===== src/rtl/bus_dev_port_pkg.sv =====
// Shared definitions for the bus device port: address field, broadcast value
// and destination extraction.
package bus_dev_port_pkg;

  localparam int unsigned ADDR_W    = 8;
  localparam int unsigned PKT_MAX_W = 256;

  localparam logic [ADDR_W-1:0] BROADCAST_DEFAULT = 8'hFF;

  // Destination lives in the top ADDR_W bits of a pkt_w-bit packet
  // (the packet is passed zero-extended to PKT_MAX_W).
  function automatic logic [ADDR_W-1:0] get_dest(input logic [PKT_MAX_W-1:0] pkt,
                                                 input int unsigned         pkt_w);
    return ADDR_W'(pkt >> (pkt_w - ADDR_W));
  endfunction

endpackage


===== src/rtl/fifo_sync.sv =====
// Single-clock show-ahead FIFO; a write while full succeeds only alongside
// a read in the same cycle.
module fifo_sync #(
  parameter int unsigned width = 32,
  parameter int unsigned depth = 8
) (
  input  logic             clk,
  input  logic             reset,
  input  logic             wr,
  input  logic [width-1:0] din,
  input  logic             rd,
  output logic [width-1:0] dout,
  output logic             full,
  output logic             empty
);

  localparam int unsigned AW = $clog2(depth);
  localparam int unsigned CW = AW + 1;

  logic [width-1:0] mem [depth];
  logic [AW-1:0]    wr_ptr;
  logic [AW-1:0]    rd_ptr;
  logic [CW-1:0]    cnt;
  logic             do_rd;
  logic             do_wr;

  assign full  = (cnt == CW'(depth));
  assign empty = (cnt == '0);
  assign dout  = mem[rd_ptr];

  assign do_rd = rd & ~empty;
  assign do_wr = wr & (~full | do_rd);

  always_ff @(posedge clk) begin
    if (reset) begin
      wr_ptr <= '0;
      rd_ptr <= '0;
      cnt    <= '0;
    end else begin
      if (do_wr) wr_ptr <= wr_ptr + AW'(1);
      if (do_rd) rd_ptr <= rd_ptr + AW'(1);
      cnt <= cnt + CW'(do_wr) - CW'(do_rd);
    end
  end

  // Storage carries no reset; stale entries are unreachable once pointers clear.
  always_ff @(posedge clk) begin
    if (do_wr && !reset) mem[wr_ptr] <= din;
  end

endmodule


===== src/rtl/bus_dev_port.sv =====
// Bus device port: TX queue toward the bus arbiter, address-filtered RX queue
// toward the host, drop counters and a sticky underflow error.
module bus_dev_port
  import bus_dev_port_pkg::*;
#(
  parameter int unsigned       pckg_sz   = 32,
  parameter int unsigned       depth     = 8,
  parameter logic [ADDR_W-1:0] id        = 8'd0,
  parameter logic [ADDR_W-1:0] broadcast = BROADCAST_DEFAULT
) (
  input  logic               clk,
  input  logic               reset,
  output logic               pndng,
  output logic [pckg_sz-1:0] D_pop,
  input  logic               pop,
  input  logic               push,
  input  logic [pckg_sz-1:0] D_push,
  input  logic               tx_wr,
  input  logic [pckg_sz-1:0] tx_data,
  output logic               tx_full,
  input  logic               rx_rd,
  output logic [pckg_sz-1:0] rx_data,
  output logic               rx_empty,
  output logic [7:0]         rx_ovf_cnt,
  output logic [7:0]         rx_filt_cnt,
  output logic               err
);

  logic              tx_empty;
  logic              rx_full;
  logic [ADDR_W-1:0] dest;
  logic              addr_hit;
  logic              rx_wr;
  logic              rx_drop;
  logic              underflow;

  fifo_sync #(.width(pckg_sz), .depth(depth)) u_tx_fifo (
    .clk   (clk),
    .reset (reset),
    .wr    (tx_wr & ~tx_full),
    .din   (tx_data),
    .rd    (pop),
    .dout  (D_pop),
    .full  (tx_full),
    .empty (tx_empty)
  );

  assign pndng = ~tx_empty;

  assign dest     = get_dest(PKT_MAX_W'(D_push), pckg_sz);
  assign addr_hit = (dest == id) || (dest == broadcast);
  assign rx_wr    = push & addr_hit;
  // A full RX still takes the packet when the host drains an entry this cycle.
  assign rx_drop  = rx_wr & rx_full & ~rx_rd;

  fifo_sync #(.width(pckg_sz), .depth(depth)) u_rx_fifo (
    .clk   (clk),
    .reset (reset),
    .wr    (rx_wr),
    .din   (D_push),
    .rd    (rx_rd),
    .dout  (rx_data),
    .full  (rx_full),
    .empty (rx_empty)
  );

  assign underflow = (pop & tx_empty) | (rx_rd & rx_empty);

  always_ff @(posedge clk) begin
    if (reset) begin
      rx_ovf_cnt  <= '0;
      rx_filt_cnt <= '0;
      err         <= 1'b0;
    end else begin
      if (push && !addr_hit && rx_filt_cnt != 8'hFF) rx_filt_cnt <= rx_filt_cnt + 8'd1;
      if (rx_drop && rx_ovf_cnt != 8'hFF)            rx_ovf_cnt  <= rx_ovf_cnt + 8'd1;
      if (underflow)                                 err         <= 1'b1;
    end
  end

endmodule


===== config.mk =====
export PLATFORM = sky130hd
export DESIGN_NAME = bus_dev_port
export DESIGN_NICKNAME = d
export VERILOG_FILES = /design/src/rtl/bus_dev_port_pkg.sv /design/src/rtl/fifo_sync.sv /design/src/rtl/bus_dev_port.sv
export SDC_FILE = /design/constraint.sdc
export NUM_CORES = 1
export LEC_CHECK = 0
export ABC_AREA = 1
export BUFFER_PORTS_ARGS = -buffer_cell sky130_fd_sc_hd__buf_4
export CELL_PAD_IN_SITES_DETAIL_PLACEMENT = 1
export CELL_PAD_IN_SITES_GLOBAL_PLACEMENT = 1
export CORE_ASPECT_RATIO = 0.5
export CORE_MARGIN = 2
export CORE_UTILIZATION = 40
export DETAILED_ROUTE_END_ITERATION = 8
export PLACE_DENSITY = 0.74
export SLEW_MARGIN = 0
export SYNTH_ARGS = -nofsm -noshare
export SYNTH_HDL_FRONTEND = slang
export SYNTH_SLANG_ARGS = --single-unit

===== constraint.sdc =====
create_clock -name clk -period 5.4 [get_ports clk]
set_input_delay 0.81 -clock clk [delete_from_list [all_inputs] [get_ports clk]]
set_output_delay 0.81 -clock clk [all_outputs]
set_load 0.02 [all_outputs]

* After elaboration in Yosys (flattened, before gate mapping) *
Memory sizes are Yosys's and may differ from the RTL's. A register that Yosys moved wholly into a read port is not among the register bits.
Index checks and enable logic that the tools add are counted.

word-level totals
  register bits = 37
  bits in latches = 0
  bits in writable memories = 512
  ROM bits = 0
  input bits = 70
  output and inout bits = 84
  word-level logic and storage cells = 63
  memories = 2

operators by class
  add/sub/neg operators = 10
  $mul = 0
  divide/modulo/power cells = 0
  magnitude comparators = 0
  eq/ne operators = 5
  shifts and indexed selects = 0
  multiplexer cells = 8
  bitwise gates (word level) = 18
  reductions and logical operators = 11

memories
  name           words  width  rd ports  clocked after memory_dff  wr ports  line             text
  u_rx_fifo.mem  8      32     1         1                         1         fifo_sync.sv:20  logic [width-1:0] mem [depth];
  u_tx_fifo.mem  8      32     1         1                         1         fifo_sync.sv:20

operator list
  kind                   count
  $add A8 B1 Y8 const B  2
  $ne A8 B8 Y1 const B   2
  $add A3 B1 Y3 const B  4
  $mux W3                4
  $and A1 B1 Y1          10
  $add A4 B1 Y4          2
  $eq A4 B4 Y1 const B   2
  $eq A8 B8 Y1 const B   1
  $logic_not A4 Y1       2
  $logic_not A8 Y1       1
  $sub A4 B1 Y4          2
  $logic_and A1 B1 Y1    5
  $not A1 Y1             5
  $mux W1                4
  $or A1 B1 Y1           3
  $logic_not A1 Y1       2
  $logic_or A1 B1 Y1     1

* Longest topological paths before layout *
Gate-level depths: netlist of the first run.

  depth in word-level cells = 8
  gate-level depth with buffers = 13

* Modules after synthesis *
From an unflattened synthesis of the first run, not the netlist that was laid out.

second synthesis, totals
  cell total of the unflattened synthesis = 1902
  area total of the unflattened synthesis = 22471.6 um^2

modules (own cells, without submodules)
  module                 times used  cells each  area each (um^2)  seq. area each (um^2)
  fifo_sync (u_tx_fifo)  1           880         10725.3           7947.6
  fifo_sync (u_rx_fifo)  1           877         10722.8           7947.6
  bus_dev_port           1           145         1023.5            340.3

* Least setup slack after synthesis of the first run *
No wires, ideal clock.

  kind = input-to-reg
  start point = input port reset
  end point = memory u_tx_fifo.mem[4][0], enable pin
  setup time = 0.502 ns
  arrival = 4.124 ns
  required time = 4.898 ns
  slack = 0.775 ns
  cell stages on the path = 2
  buffers on the path = 1
  cells stage by stage = clkbuf_1 -> nor4_1

between the ends
  word-level cells in the longest chain between the ends = 4

ends and longest elaborated chain
  element                        line                text
  from (decl)                    bus_dev_port.sv:12  input logic reset,
  $logic_not A1 Y1               fifo_sync.sv:48     if (do_wr && !reset) mem[wr_ptr] <= din;
  $logic_and A1 B1 Y1            fifo_sync.sv:48
  $mux W1                        fifo_sync.sv:48
  $mux W1 (implied by the code)  fifo_sync.sv:48
  to (decl)                      fifo_sync.sv:20

Every way passes these cells.

==> impl_results.md, run 1 <==
* Final Setup Violations at 0
* Cells after Synth at 1757
* Hold Path Class: reg -> reg
* Vias per cell at 5.26
* Sink Count at 555
* Leakage Power at 8.82 nW
* Syn Std Cell Area at 22100 um^2
* Layout Skew at 0.0156 ns
* Yosys cell types at 34
* Root buf cell: clkbuf_16
* Cell taking the most area after synthesis: edfxtp_1
* Global Route Usage Sum at 0.181
* Most common cell after layout, fill and taps aside: edfxtp_1
* Vias in the first global route at 14.9k
* R2R depth at 7
* Max Freq at 237 MHz
* Post-route cell area at 25500 um^2
* DR iter-0 viols at 1125
* Clk pin slew, worst setup/hold paths at 0.07 ns
* Row count at 60
* Routed Wire Length at 52200 um
* Number of CTS-inserted buffers at 50
* Die area at 57200 um^2
* Worst ir drop on vdd at 0.238 mV
* Part of the Yosys area used for sequential elements at 0.735
* Antenna diodes at 0
* Antenna violations before repair at 0
* Total gr overflow at 0
* Hold Buf Count CTS at 0
* Ys flop type: edfxtp_1
* CTS tree: yes
* # DRC at 0
* Synthesized net count at 1847
* Met2 Use GR at 0.335
* Period utilisation layout at 0.782
* Reg2reg setup slack at 2.58 ns
* Syn_area_per_cell at 12.6 um^2
* Layout cells sized above 1 at 0.145
* Nets at 1966
* DRT Pass-1 Iters at 5
* Initial Util at 0.408
* Dpl cell area at 23900 um^2
* Highest-count cells in the layout ignoring fill and taps: edfxtp_1, nor2_1, nand2_1
* Num ports at 154
* Post-CTS Setup Bufs at 0
* First-pass GRT wire length at 81700 um
* M1 GR Usage at 0.221
* Max H-tree Level at 2
* Total power at 0.0113 W
* Die H at 170 um
* Synth top area share at 0.696
* Yosys warning count at 0
* Number of max-cap violations at 0
* Critical path endpoint: rx_data[12]
* Crit-path max FO at 65
* GR met3 Demand/Resource at 0.0269
* WL/cell at 19.6 um
* Via count at 14.0k
* Core ar. at 54100 um^2
* Post-CTS resize count at 0
* Largest net degree at the start of global routing at 98
* Clock Latency Late Sink at 0.58 ns
* Fin cells at 2660
* Antenna Nets Post-Route at 0
* Hold slack at 0.460 ns
* Fin Setup TNS at 0 ns
* Outcome: complete, no violations
* Seq cells post-synth at 555
* Post-synth EDFFs at 512
* DP HPWL at 29500 um
* Critical path type: reg -> out
* Reg-to-reg endpoint: u_tx_fifo.mem[7][17]
* Worst slew margin at 0.199
* Critical path required time at 4.59 ns
* Tmin final at 4.23 ns
* RR Startpoint: u_tx_fifo.cnt[2]
* Worst setup SP type: flop
* Hold Violations, Final at 0
* Global routing's busiest layer: met2
* Critical path capture point type: output pin
* Pin slew with the least headroom to its limit at 1.20 ns
* Max-slew violations at 0
* Post-Place Cells at 2568
* FFs w/ async S/R, synth at 0
* Clock Path Buffers at 3
* WHS Path Cells at 2
* Routability cong. at 0.735
* Synth area leaders: edfxtp_1, nor2_1, o32ai_1
* Buffers on Ports at 153
* RSZ-0062 raised after global routing: no
* Arrival @ worst endpoint at 3.42 ns
* Die width at 336 um
* PwrDens at 442 nW/um^2
* Synthesis-to-layout area growth at 15.4%
final cells by class:
type,count,area [um^2]
clock buffer,70,1420
clock inverter,22,161
fill,5563,28600
inverter,49,193
multi-input combinational,1050,5250
sequential,555,16300
tap,744,931
timing repair buffer,170,1290
kinds of logic (layout without fill, tap and decap cells):
family / after synthesis / count (layout) / share of synthesized area
buf+inv: 152 / 311 / 0.0327
flops: 555 / 555 / 0.735
xor+xnor: 7 / 7 / 0.00278
compound gates: 297 / 297 / 0.0897
simple gates: 726 / 726 / 0.128
fa+ha+maj: 20 / 20 / 0.0120
worst max-delay path, stage by stage, from the launching register on:
cell      delay [ns]
dfxtp_4         0.71
clkinv_2        0.93
buf_12          0.53
nor2_1          0.15
o32ai_1         0.12
nand2_1         0.14
nand2_1         0.07
buf_4           0.15
per-stage QoR:
| step | utilization | setup WS [ns] |
|---|---|---|
| after floorplan | - | 0.775 |
| after global placement | 0.442 | 1.85 |
| after detailed placement | 0.442 | 1.75 |
| after CTS | 0.471 | 1.13 |
| after global routing | 0.471 | 0.879 |
| final | 0.471 | 1.17 |
state kept, by name, summed over array words and instances (netlist names), named ones only:
signal / flops
u_tx_fifo.wr_ptr: 3
rx_filt_cnt: 8
rx_ovf_cnt: 8
u_rx_fifo.rd_ptr: 3
u_rx_fifo.wr_ptr: 3
err: 1
u_rx_fifo.mem: 256
u_tx_fifo.mem: 256
u_tx_fifo.cnt: 4
u_tx_fifo.rd_ptr: 3
u_rx_fifo.cnt: 4
worst min-delay path by stage:
stage	from	endpoint	slack (ns)
after floorplan	u_rx_fifo.rd_ptr[2]	flop	0.43
after CTS	tx_data[28]	u_tx_fifo.mem[1][28]	0.44
after global routing	tx_data[28]	u_tx_fifo.mem[1][28]	0.46
final	u_tx_fifo.rd_ptr[2]	u_tx_fifo.rd_ptr[2]	0.46
after detailed placement	u_tx_fifo.rd_ptr[2]	u_tx_fifo.rd_ptr[2]	0.45
after global placement	u_tx_fifo.rd_ptr[2]	flop	0.45
synth_stat cells, types with 2 or more instances:
| library cell | number |
|---|---|
| nand2_2 | 2 |
| dfxtp_1 | 43 |
| inv_2 | 2 |
| o21ai_0 | 139 |
| nand3_1 | 28 |
| a211oi_1 | 2 |
| nor2_2 | 3 |
| clkbuf_1 | 46 |
| fa_1 | 2 |
| buf_1 | 7 |
| nor2_1 | 438 |
| buf_2 | 28 |
| edfxtp_1 | 512 |
| nand2_1 | 244 |
| inv_1 | 46 |
| buf_4 | 14 |
| nand4_1 | 3 |
| buf_6 | 8 |
| a21oi_1 | 23 |
| ha_1 | 18 |
| o32ai_1 | 128 |
| o21ai_1 | 2 |
| xor2_1 | 6 |
| nand3_2 | 2 |
| nand2_4 | 2 |
metal layers:
layer,up-vias,part of all wire
met5,-,0
met4,0,0.023
met3,84,0.036
met2,251,0.52
met1,7103,0.42
li1,6555,-
power breakdown:
part | internal (W) | total, W | switching (W)
Clock | 0.00193 | 0.00348 | 0.00155
Combinational | 0.00100 | 0.00271 | 0.00171
Sequential | 0.00482 | 0.00507 | 0.000247
Total | 0.00775 | 0.0113 | 0.00350
Power figures use the tool's default switching activity.
==> run 2: changes to the inputs <==
--- a/config.mk
+++ b/config.mk
@@ -5,7 +5,7 @@
 export SDC_FILE = /design/constraint.sdc
 export NUM_CORES = 1
 export LEC_CHECK = 0
-export ABC_AREA = 1
+export ABC_AREA = 0
 export BUFFER_PORTS_ARGS = -buffer_cell sky130_fd_sc_hd__buf_4
 export CELL_PAD_IN_SITES_DETAIL_PLACEMENT = 1
 export CELL_PAD_IN_SITES_GLOBAL_PLACEMENT = 1
@@ -13,7 +13,7 @@
 export CORE_MARGIN = 2
 export CORE_UTILIZATION = 40
 export DETAILED_ROUTE_END_ITERATION = 8
-export PLACE_DENSITY = 0.74
+export PLACE_DENSITY = 0.71
 export SLEW_MARGIN = 0
 export SYNTH_ARGS = -nofsm -noshare
 export SYNTH_HDL_FRONTEND = slang
==> constraint.sdc (replaced) <==
create_clock -name clk -period 4 [get_ports clk]
set_input_delay 0.6 -clock clk [delete_from_list [all_inputs] [get_ports clk]]
set_output_delay 0.6 -clock clk [all_outputs]
set_load 0.02 [all_outputs]
==> impl_results.md, run 2 <==
* Total gr overflow at 0 (unchanged)
* Cell taking the most area after synthesis: edfxtp_1 (unchanged)
* Antenna violations before repair at 1 (was 0)
* Largest net degree at the start of global routing at 65 (was 98)
* Max H-tree Level at 2 (unchanged)
* Yosys cell types at 52 (was 34)
* GR met3 Demand/Resource at 0.0282 (was 0.0269)
* Buffers on Ports at 153 (unchanged)
* Vias in the first global route at 11.3k (was 14.9k)
* Synthesis-to-layout area growth at 17.1% (was 15.4%)
* Cell Chain, Critical Path: buf_4 > mux4_2 > mux2_2 > buf_4 (was clkinv_2 > buf_12 > nor2_1 > o32ai_1 > nand2_1 > nand2_1 > buf_4)
* Synthesized net count at 1080 (was 1847)
* FFs w/ async S/R, synth at 0 (unchanged)
* Top post-synthesis cells by count: edfxtp_1, mux4_2, mux2_2 (was edfxtp_1, nor2_1, nand2_1)
* Crit-path max FO at 32 (was 65)
* Hold Violations, Final at 0 (unchanged)
* Most common cell after layout, fill and taps aside: edfxtp_1 (unchanged)
* Multi-input gate area at 5060 um^2 (was 5250 um^2)
* WL/cell at 23.1 um (was 19.6 um)
* Initial Util at 0.409 (was 0.408)
* Global routing's busiest layer: met2 (unchanged)
* Fill count at 4721 (was 5563)
* Die H at 168 um (was 170 um)
* Worst ir drop on vdd at 0.272 mV (was 0.238 mV)
* Die area at 55600 um^2 (was 57200 um^2)
* Post-synth EDFFs at 512 (unchanged)
* RSZ-0062 raised after global routing: no (unchanged)
* Clock Path Buffers at 3 (unchanged)
* PwrDens at 571 nW/um^2 (was 442 nW/um^2)
* Via count at 10.0k (was 14.0k)
* Critical path capture point type: output pin (unchanged)
* Pin slew with the least headroom to its limit at 1.07 ns (was 1.20 ns)
* Syn Std Cell Area at 21500 um^2 (was 22100 um^2)
* DRT Pass-1 Iters at 4 (was 5)
* Max Freq at 299 MHz
* Met2 Use GR at 0.288 (was 0.335)
* Number of CTS-inserted buffers at 49 (was 50)
* Routed Wire Length at 44100 um (was 52200 um)
* Number of max-cap violations at 0 (unchanged)
* Global Route Usage Sum at 0.160 (was 0.181)
* Sw frac at 0.263 (was 0.311)
* Root buf cell: clkbuf_16 (unchanged)
* Critical path type: reg -> out (unchanged)
* Part of the Yosys area used for sequential elements at 0.756 (was 0.735)
* Outcome: complete, no violations (unchanged)
* Synth top area share at 0.716 (was 0.696)
* DR iter-0 viols at 632 (was 1125)
* Leakage Power at 8.00 nW (was 8.82 nW)
* Worst slew margin at 0.286 (was 0.199)
* # DRC at 0 (unchanged)
* Largest stage delay, worst path at 0.80 ns (was 0.93 ns)
* Fin Setup TNS at 0 ns (unchanged)
* Post-CTS Setup Bufs at 0 (unchanged)
* Largest regs: u_rx_fifo.mem x256, u_tx_fifo.mem x256 (unchanged)
* Core ar. at 52500 um^2 (was 54100 um^2)
* Clock Power Share at 0.307 (was 0.309)
* Critical path's most frequent cell: buf_4 (was nand2_1)
* DP HPWL at 25600 um (was 29500 um)
* Critical path required time at 3.40 ns (was 4.59 ns)
* M1 GR Usage at 0.202 (was 0.221)
* Vias per cell at 5.25 (was 5.26)
* First-pass GRT wire length at 68600 um (was 81700 um)
* Hold Buf Count CTS at 0 (unchanged)
* Sink Count at 555 (unchanged)
* Tmin final at 3.35 ns
* Ys flop type: edfxtp_1 (unchanged)
* Num ports at 154 (unchanged)
* Hold Path Class: in -> reg (was reg -> reg)
* Post-route cell area at 25100 um^2 (was 25500 um^2)
* Dpl cell area at 23700 um^2 (was 23900 um^2)
* Antenna Nets Post-Route at 0 (unchanged)
* Logic pwr share at 0.226 (was 0.241)
* Routability cong. at 0.739 (was 0.735)
* Row count at 59 (was 60)
* FF+latch area at 16200 um^2 (was 16300 um^2)
* Layout cells sized above 1 at 0.383 (was 0.145)
* Most common cell in the netlist: edfxtp_1 (unchanged)
* Worst setup SP type: flop (unchanged)
* Max-slew violations at 0 (unchanged)
* Clk pin slew, worst setup/hold paths at 0.07 ns (about the same)
* Sequential Power Share at 0.468 (was 0.450)
* Highest-count cells in the layout ignoring fill and taps: edfxtp_1, buf_4, mux4_2 (was edfxtp_1, nor2_1, nand2_1)
* Syn_area_per_cell at 21.7 um^2 (was 12.6 um^2)
* Final Setup Violations at 0 (unchanged)
* Arrival @ worst endpoint at 2.75 ns (was 3.42 ns)
* Post-CTS resize count at 0 (unchanged)
* Die width at 332 um (was 336 um)
* Sw Pwr at 0.00378 W (was 0.00350 W)
* Synth area leaders: edfxtp_1, mux4_2, dfxtp_1 (was edfxtp_1, nor2_1, o32ai_1)
* Pint at 0.0106 W (was 0.00775 W)
* Layout Skew at 0.0209 ns (was 0.0156 ns)
* CTS tree: yes (unchanged)
* Cells after Synth at 990 (was 1757)
* Worst path slowest cell: dfxtp_4 (was clkinv_2)
* Clock Latency Late Sink at 0.57 ns (was 0.58 ns)
* Yosys warning count at 0 (unchanged)
* Nets at 1264 (was 1966)
* Period utilisation layout at 0.837
* Seq cells post-synth at 555 (unchanged)
-- run 2: cell types whose count changed after synthesis, sizes merged, moves of 21 or more --
cell	before	now
clkbuf	46	17
nor2	442	43
o32ai	128	0
inv	48	20
nand2	248	10
mux2	0	67
mux4	0	128
buf	57	25
nand3	30	9
o21ai	142	2
-- run 2: worst paths after layout --
kind / from / depth (start not counted) / end / slack [ns]
min reg2reg: u_tx_fifo.rd_ptr[1] / 2 / flop / 0.49
min: D_push[17] / 1 / u_rx_fifo.mem[6][17] / 0.26
max reg2reg: u_rx_fifo.cnt[2] / 8 / u_rx_fifo.mem[0][13] / 1.33
max: flop / 4 / rx_data[9] / 0.65
-- run 2: per-layer routing --
layer  share of wire  vias up
met1            0.42     5377
li1                -     4440
met3           0.035       68
met2            0.53      156
met5               0        -
met4           0.019        0
-- run 2: layout make-up --
cell class                 instances  area share
antenna                            1   0.0000996
multi-input combinational        373       0.201
sequential                       555       0.647
tap                              701      0.0349
timing repair buffer             175      0.0558
clock inverter                    23     0.00543
clock buffer                      63      0.0526
inverter                          20     0.00299
-- run 2: cells by family after synthesis --
group           after synthesis  synth area share
flops                       555             0.756
simple gates                104            0.0281
compound gates               35            0.0121
mux                         199             0.171
xor+xnor                     15           0.00612
fa+ha+maj                    20            0.0124
buf+inv                      62            0.0135
-- run 2: metrics by stage --
| stage | std cells | setup slack (ns) | utilization | hold slack, ns | total power, W |
|---|---|---|---|---|---|
| 3_3_place_gp | 1824 | 0.979 | 0.451 | 0.467 | 0.0100 |
| 4_1_cts | 1910 | 0.554 | 0.479 | 0.231 | 0.0146 |
| 6_report | 1911 | 0.651 | 0.479 | 0.261 | 0.0144 |
| 2_1_floorplan | 990 | 0.0386 | - | 0.454 | 0.00907 |
| 5_1_grt | 1910 | 0.459 | 0.479 | 0.239 | 0.0150 |
| 3_5_place_dp | 1824 | 0.909 | 0.451 | 0.487 | 0.0102 |
-- run 2: power groups by stage --
| stage | clock [W] | sequential, W | combinational (W) |
|---|---|---|---|
| 6_report | 0.00440 | 0.00672 | 0.00324 |
| 5_1_grt | 0.00473 | 0.00675 | 0.00349 |
| 4_1_cts | 0.00452 | 0.00673 | 0.00332 |
| 3_5_place_dp | 0 | 0.00685 | 0.00330 |
| 3_3_place_gp | 0 | 0.00684 | 0.00320 |
| 2_1_floorplan | 0 | 0.00669 | 0.00238 |
-- run 2: worst max-delay path, delay by kind of cell (launching register included) --
family | cells | cell delay [ns]
flops | 1 | 0.80
mux | 2 | 0.84
buf+inv | 2 | 0.55
